[config.mk]
export PLATFORM = sky130hd
export DESIGN_NAME = ghost_mode_ctrl_flat
export DESIGN_NICKNAME = d
export VERILOG_FILES = /design/src/rtl/ghost_mode_ctrl_if.sv /design/src/rtl/ghost_mode_ctrl.sv /design/src/flat_wrapper.sv
export SDC_FILE = /design/constraint.sdc
export NUM_CORES = 1
export LEC_CHECK = 0
export CORE_AREA = 10 10 47 49
export CTS_BUF_LIST = sky130_fd_sc_hd__clkbuf_8
export DETAILED_ROUTE_END_ITERATION = 10
export DIE_AREA = 0 0 57 59
export PLACE_DENSITY = 0.66
export SYNTH_ARGS = -nofsm -noshare
export SYNTH_HDL_FRONTEND = slang
export SYNTH_SLANG_ARGS = --single-unit
[constraint.sdc]
create_clock -name clk -period 4.46 [get_ports clk]
set_input_delay 0.446 -clock clk [delete_from_list [all_inputs] [get_ports clk]]
set_output_delay 0.446 -clock clk [all_outputs]
set_load 0.02 [all_outputs]
[src/rtl/ghost_mode_ctrl_if.sv]
// Event inputs and mode outputs of the per-ghost mode controller.
// master drives game events; slave is the controller.
interface ghost_mode_ctrl_if;
  logic       one_hz_enable;
  logic       chase;
  logic       power_pellet;
  logic       ghost_caught;
  logic       at_home;
  logic [1:0] mode;
  logic       reverse;
  logic [3:0] fright_left;
  logic       flash;

  modport master (
    output one_hz_enable, chase, power_pellet, ghost_caught, at_home,
    input  mode, reverse, fright_left, flash
  );
  modport slave (
    input  one_hz_enable, chase, power_pellet, ghost_caught, at_home,
    output mode, reverse, fright_left, flash
  );
endinterface

[src/rtl/ghost_mode_ctrl.sv]
// Per-ghost SCATTER/CHASE/FRIGHT/EATEN mode controller with reverse pulse and frightened countdown.
// Define GHOST_FLASH_EN to drive the frightened-ending flash output; otherwise flash is tied low.
module ghost_mode_ctrl #(
  parameter int FRIGHT_SECS = 6,
  parameter int FLASH_SECS  = 2
) (
  input logic              clk,
  input logic              reset,
  ghost_mode_ctrl_if.slave bus
);

  typedef enum logic [1:0] {
    SCATTER = 2'b00,
    CHASE   = 2'b01,
    FRIGHT  = 2'b10,
    EATEN   = 2'b11
  } mode_e;

  localparam logic [3:0] FRIGHT_L = 4'(FRIGHT_SECS);

  if (FRIGHT_SECS < 1 || FRIGHT_SECS > 15 || FLASH_SECS > FRIGHT_SECS) begin : g_cfg_err
    $error("ghost_mode_ctrl: illegal FRIGHT_SECS/FLASH_SECS");
  end

  mode_e       mode_q, mode_d;
  logic        chase_q;
  logic        rev_q, rev_d;
  logic [3:0]  left_q, left_d;
  logic        chase_edge;
  mode_e       phase_now, phase_held;

  assign chase_edge = bus.chase != chase_q;
  assign phase_now  = bus.chase ? CHASE : SCATTER;
  // Exits from FRIGHT/EATEN use the phase as last registered, not this cycle's input.
  assign phase_held = chase_q ? CHASE : SCATTER;

  always_ff @(posedge clk) begin
    if (reset) begin
      mode_q  <= CHASE;
      chase_q <= 1'b1;
      rev_q   <= 1'b0;
      left_q  <= 4'd0;
    end else begin
      mode_q  <= mode_d;
      chase_q <= bus.chase;
      rev_q   <= rev_d;
      left_q  <= left_d;
    end
  end

  always_comb begin
    mode_d = mode_q;
    left_d = left_q;
    rev_d  = 1'b0;
    case (mode_q)
      SCATTER, CHASE: begin
        if (bus.power_pellet) begin
          mode_d = FRIGHT;
          left_d = FRIGHT_L;
          rev_d  = 1'b1;
        end else if (chase_edge) begin
          mode_d = phase_now;
          rev_d  = 1'b1;
        end
      end
      FRIGHT: begin
        if (bus.ghost_caught) begin
          mode_d = EATEN;
          left_d = 4'd0;
        end else if (bus.power_pellet) begin
          left_d = FRIGHT_L;
        end else if (bus.one_hz_enable) begin
          if (left_q <= 4'd1) begin
            mode_d = phase_held;
            left_d = 4'd0;
          end else begin
            left_d = left_q - 4'd1;
          end
        end
      end
      EATEN: begin
        if (bus.at_home) mode_d = phase_held;
      end
      default: mode_d = CHASE;
    endcase
  end

  assign bus.mode        = mode_q;
  assign bus.reverse     = rev_q;
  assign bus.fright_left = left_q;

`ifdef GHOST_FLASH_EN
  localparam logic [3:0] FLASH_L = 4'(FLASH_SECS);
  logic flash_q, flash_d;

  // Odd seconds within the final window light up, giving a 1 s on/off blink.
  assign flash_d = (mode_d == FRIGHT) && (left_d != 4'd0) && (left_d <= FLASH_L) && left_d[0];

  always_ff @(posedge clk) begin
    if (reset) flash_q <= 1'b0;
    else       flash_q <= flash_d;
  end

  assign bus.flash = flash_q;
`else
  assign bus.flash = 1'b0;
`endif

endmodule

[src/flat_wrapper.sv]
// flat-port wrapper written by rule: the top's interface ports become plain ports
module ghost_mode_ctrl_flat 
#(
  parameter int FRIGHT_SECS = 6,
  parameter int FLASH_SECS  = 2
)
  (clk, reset, bus_one_hz_enable, bus_chase, bus_power_pellet, bus_ghost_caught, bus_at_home, bus_mode, bus_reverse, bus_fright_left, bus_flash);
  ghost_mode_ctrl_if bus_i ();
  input logic clk;
  input logic reset;
  input wire logic [$bits(bus_i.one_hz_enable)-1:0] bus_one_hz_enable;
  input wire logic [$bits(bus_i.chase)-1:0] bus_chase;
  input wire logic [$bits(bus_i.power_pellet)-1:0] bus_power_pellet;
  input wire logic [$bits(bus_i.ghost_caught)-1:0] bus_ghost_caught;
  input wire logic [$bits(bus_i.at_home)-1:0] bus_at_home;
  output wire logic [$bits(bus_i.mode)-1:0] bus_mode;
  output wire logic [$bits(bus_i.reverse)-1:0] bus_reverse;
  output wire logic [$bits(bus_i.fright_left)-1:0] bus_fright_left;
  output wire logic [$bits(bus_i.flash)-1:0] bus_flash;
  assign bus_i.one_hz_enable = bus_one_hz_enable;
  assign bus_i.chase = bus_chase;
  assign bus_i.power_pellet = bus_power_pellet;
  assign bus_i.ghost_caught = bus_ghost_caught;
  assign bus_i.at_home = bus_at_home;
  assign bus_mode = bus_i.mode;
  assign bus_reverse = bus_i.reverse;
  assign bus_fright_left = bus_i.fright_left;
  assign bus_flash = bus_i.flash;
  ghost_mode_ctrl #(.FRIGHT_SECS(FRIGHT_SECS), .FLASH_SECS(FLASH_SECS)) u_core (.clk(clk), .reset(reset), .bus(bus_i));
endmodule
# Word-level counts from Yosys, hierarchy flattened
# Index checks and enable logic that the tools add are counted.
# word_totals
regBits	8
latch_bits	0
ramBits	0
romBits	0
output_inout_bits	8
wordCells	42
mem_count	0
# classes
add_sub_neg	1
mul	0
div_mod_pow	0
n_lt_le_gt_ge	1
eq_ne	11
shifts	0
n_mux	18
bitwise_logic	1
n_reduce_logical	6
# ops
cell	n
$mux W4	5
$mux W2	7
$pmux W4 S2	1
$ne A3 B2 Y1 const B	2
$ne A3 B3 Y1 const B	2
$pmux W2 S3	1
$reduce_and A5 Y1	1
$eq A2 B2 Y1 const B	2
$le A4 B1 Y1 const B	1
$mux W1	4
$ne A2 B2 Y1 const B	2
$ne A4 B4 Y1 const B	1
$reduce_or A2 Y1	2
$sub A4 B1 Y4 const B	1
$reduce_and A3 Y1	1
$eq A2 B1 Y1 const B	1
$logic_not A2 Y1	1
$reduce_bool A2 Y1	1
$ne A1 B1 Y1	1
$not A1 Y1	1

# Longest topological paths before layout
# logic_depth
depth_word	6
depth_mapped	6
ltp_nobuf	6

# Worst setup path before layout
# OpenSTA, ideal clock, no wires.
# synth_path
path_type	register to register
startpoint	register u_core.left_q[0] (netlist: u_core.bus.fright_left[0])
endpoint	register u_core.left_q[0] (netlist: u_core.bus.fright_left[0])
setup_ns	0.070
arrival_ns	1.669
setup_slack_ns	2.721
stages_incl_launch_ff	7
n_path_buf	0
synth_period_minus_slack_ns	1.739
path_cell_list	dfxtp_1 -> inv_1 -> ha_1 -> or2_4 -> a2111oi_4 -> nand3_1 -> a21oi_1
# synth_via
elab_chain_len	6
word_cells_on_any_way	7
cone_classes	1 x add/sub; 1 x order compare; 5 x mux
# synth_rtl
element	line_no	rtl
start, declared	ghost_mode_ctrl.sv:28	logic [3:0] left_q, left_d;
start signal, assigned	ghost_mode_ctrl.sv:47	left_q <= left_d;
$sub A4 B1 Y4 / $le A4 B1 Y1 (equally long branches)	ghost_mode_ctrl.sv:77, ghost_mode_ctrl.sv:73	
$mux W4 (*)	ghost_mode_ctrl.sv:73	if (left_q <= 4'd1) begin
$mux W4 (*)	ghost_mode_ctrl.sv:72	end else if (bus.one_hz_enable) begin
$mux W4 (*)	ghost_mode_ctrl.sv:70	end else if (bus.power_pellet) begin
$mux W4 (*)	ghost_mode_ctrl.sv:67	if (bus.ghost_caught) begin
$pmux W4 S2 (*)	ghost_mode_ctrl.sv:55	case (mode_q)
# Every way passes the cells marked *; elsewhere a longest branch is shown, timed or not. The select of a mux whose other input is x is not followed.
# A chain may end at the register's enable or synchronous reset.

# Worst setup path in the final report
# layout_path
startpoint	register u_core.mode_q[1] (netlist: u_core.bus.mode[1])
endpoint	output bus_mode[1]
# layout_lines
element	line_no	rtl
start, declared	ghost_mode_ctrl.sv:25	mode_e mode_q, mode_d;
start signal, assigned	ghost_mode_ctrl.sv:44	mode_q <= mode_d;
end, declared	flat_wrapper.sv:16	output wire logic [$bits(bus_i.mode)-1:0] bus_mode;
# No word-level cell between the ends.

==> impl_results.md <==
- Outcome: completed
- Antenna violations before repair: 0
- Global-route wire length before repair: approximately 2200 µm
- Top FF cell, synth: dfxtp_1
- Comb pwr share: between 30% and 40%
- Setup TNS Final: 0 ns
- Post-route setup slack: between 2 and 3 ns
- Port buffer count: 13
- Clk_skew: roughly 0.0029 ns
- Hold slack: 0.5430 ns
- Die Y: just under 60 µm
- Die X: between 50 and 60 µm
- Die Area: around 0.0034 mm²
- Routed length per instance: around 14 µm
- DRC viols: 0
- Post-synthesis register bit count: 8
- WS Path Type: reg -> out
- Startpoint types: register
- Crit. End Element: output port
- Clock share of power: 33.8%
- Initial core utilization: 37.68%
- Final min period: roughly 1.8 ns
- Worst path arrival time: approximately 1.3 ns
- Post_cts resized: 0
- Net switching power: 75.82 µW
- Hold_buf cts: 0
- Setup WS pre-CTS: about 2.5 ns
- Post-Synthesis Cells: 64
- Ratio of cells with drive above 1 in the final layout: between 10 and 15%
- Synth area leaders: dfxtp_1 (30%), nor2_1 (6.4%), a2111oi_4 (5.2%)
- Final hold violation count: 0
- Largest net degree at the start of global routing: 11
- Largest area contributor in the netlist: dfxtp_1
- Fmax: about 560 MHz
- Critical Path Max Stage Delay: between 0.6 and 0.7 ns
- H-tree depth: 1
- Worst hold path class: reg -> reg
- Final setup violation count: 0
- CP cell instances: clkdlybuf4s50_1
- Antenna Nets Post-Route: 0
- Total track usage: slightly above 8%
- WP buf/inv: 1
- Post-synth ARST share: 0%
- Max-slew violation count: 0
- CTS tree: yes
- Int Pwr: about 170 µW
- Maximum number of buffers from clock root to sink: 2
- Top cell type's share of synthesized area: between 30% and 40%
- Peak VDD IR: about 0.18 mV
- Max-Cap Viols: 0
- Worst-path clk slew: ~0.040 ns
- Synth Cell Area: between 500 and 600 µm²
- Unrepaired setup endpoints after global routing: no
- Net Sw Frac: between 30% and 40%
- DR iter-0 viols: 20
- Drt total wl: approximately 1300 µm
- Post-synth EDFFs: 0
- Netlist cell types: 31
- CTS buffer count: 3
- Yosys Warn Count: 0
- GRT overflow: 0
- Total power: about 250 µW
- Max stage delay cell, worst path: clkdlybuf4s50_1
- Area growth from synthesis to layout: 31.28%
- Sink Count: 8
- Number of nets in the layout: about 90
- # diodes: 0
- Delay-heaviest family, CP: buffers and inverters
- Leak: 0.0002589 µW
- Placer Congestion: between 0.7 and 0.8
- Vias/cell: about 5.3
- Sequential power share: a little over a third
- Cell Pwr Density: 359.7 mW/mm²
- Post-Syn Nets: 73
- Core area: between 0.001 and 0.0015 mm²
- # fillers: approximately 140
- Sequential area share after synthesis: between 30% and 40%
- Post-CTS Setup Inserts: 0
- Period utilization: approximately 40%
- Crit Path Max Fanout: 8
- Clk root buf: clkbuf_8
- Dpl hpwl: between 900 and 1000 µm
- First-pass DRT Iterations: 4
- Top post-synthesis cells by count: nor2_1 (9), dfxtp_1 (8), nor3_1 (5)
- IO Pins: 15
- Syn Area/Cell: 8.250 µm²
- Vias in the first global route: 484
- Clock latency on the worst-skew pair: ~0.22 ns
- CP required: 4.01 ns
- Most frequent cell after synthesis: nor2_1
- Via count: between 400 and 500
- Row count: 14
[metrics by stage]
step / area, µm² / util (%) / cells
detailed placement: 651.9 / 46.52 / 90
CTS: 693.2 / 49.46 / 93
global placement: 651.9 / 46.52 / 90
finish: 693.2 / 49.46 / 93
global route: 693.2 / 49.46 / 93
floorplan: 528.0 / - / 64
[worst paths after layout]
kind,to,cells past startpoint,from,slack (ns)
max,bus_mode[1],1,u_core.bus.mode[1]$_SDFFE_PP0P_,2.67
min,u_core.bus.fright_left[0]$_SDFFE_PP0P_,2,u_core.bus.fright_left[0]$_SDFFE_PP0P_,0.54
max reg2reg,u_core.bus.fright_left[0]$_SDFFE_PP0P_,6,u_core.bus.fright_left[0]$_SDFFE_PP0P_,2.70
min reg2reg,u_core.bus.fright_left[0]$_SDFFE_PP0P_,2,u_core.bus.fright_left[0]$_SDFFE_PP0P_,0.54
[flip-flops by register name (all words and copies together) (netlist names)]
signal and count:
u_core.bus.fright_left 4, u_core.bus.mode 2, u_core.bus.reverse 1, u_core.chase_q 1
[placed cells by master (no fill, tap or decap), drive strengths merged]
cell	instances
o21a	2
xor2	1
a21o	1
nand3b	1
a311oi	1
clkbuf	3
dfxtp	8
nand4	1
o32ai	1
mux2i	1
inv	4
or3	1
or2	3
a2111oi	1
nand2b	3
clkdlybuf4s50	13
a221oi	2
a21oi	3
ha	2
a31oi	2
nand3	2
nor3	5
nor2	10
nand2	2
conb	1
o21ai	2
o21bai	1
[area by class of cell]
| type | count | area, µm² | share of cell area (%) |
|---|---|---|---|
| Tap cell | 16 | 20.02 | 2.888 |
| Clock buffer | 3 | 41.29 | 5.957 |
| Sequential cell | 8 | 160.2 | 23.10 |
| Multi-Input combinational cell | 49 | 326.6 | 47.11 |
| Inverter | 4 | 15.01 | 2.166 |
| Timing Repair Buffer | 13 | 130.1 | 18.77 |
[routing by layer]
layer / track usage (%) / up-vias / wire [µm]
met5: 0 / - / 0
met4: 6.376 / 0 / 10
met3: 2.361 / 2 / 34
met2: 14.11 / 7 / 710
met1: 7.995 / 225 / 549
li1: - / 256 / -
[power by group through the flow]
stage          Combinational, µW  Sequential, µW  Clock, µW
5_1_grt                     84.2            90.2       91.9
2_1_floorplan               43.1            96.1          0
3_3_place_gp                76.3            89.4          0
4_1_cts                     76.7            88.5       86.4
3_5_place_dp                76.1            89.7          0
6_report                    76.6            88.5       84.3
[cells by family (layout without fill, tap and decap cells)]
kind of cell	Yosys count	after routing	share of synthesized area, %
AOI/OAI and AO/OA	16	16	25.36
DFF	8	8	30.33
buffers and inverters	7	20	7.818
muxes	1	1	1.896
other	1	1	0.7102
xor gates and xnor gates	1	1	1.659
and+or+nand+nor	28	28	27.49
adders and majority gates	2	2	4.739
Power figures use the tool's default switching activity.
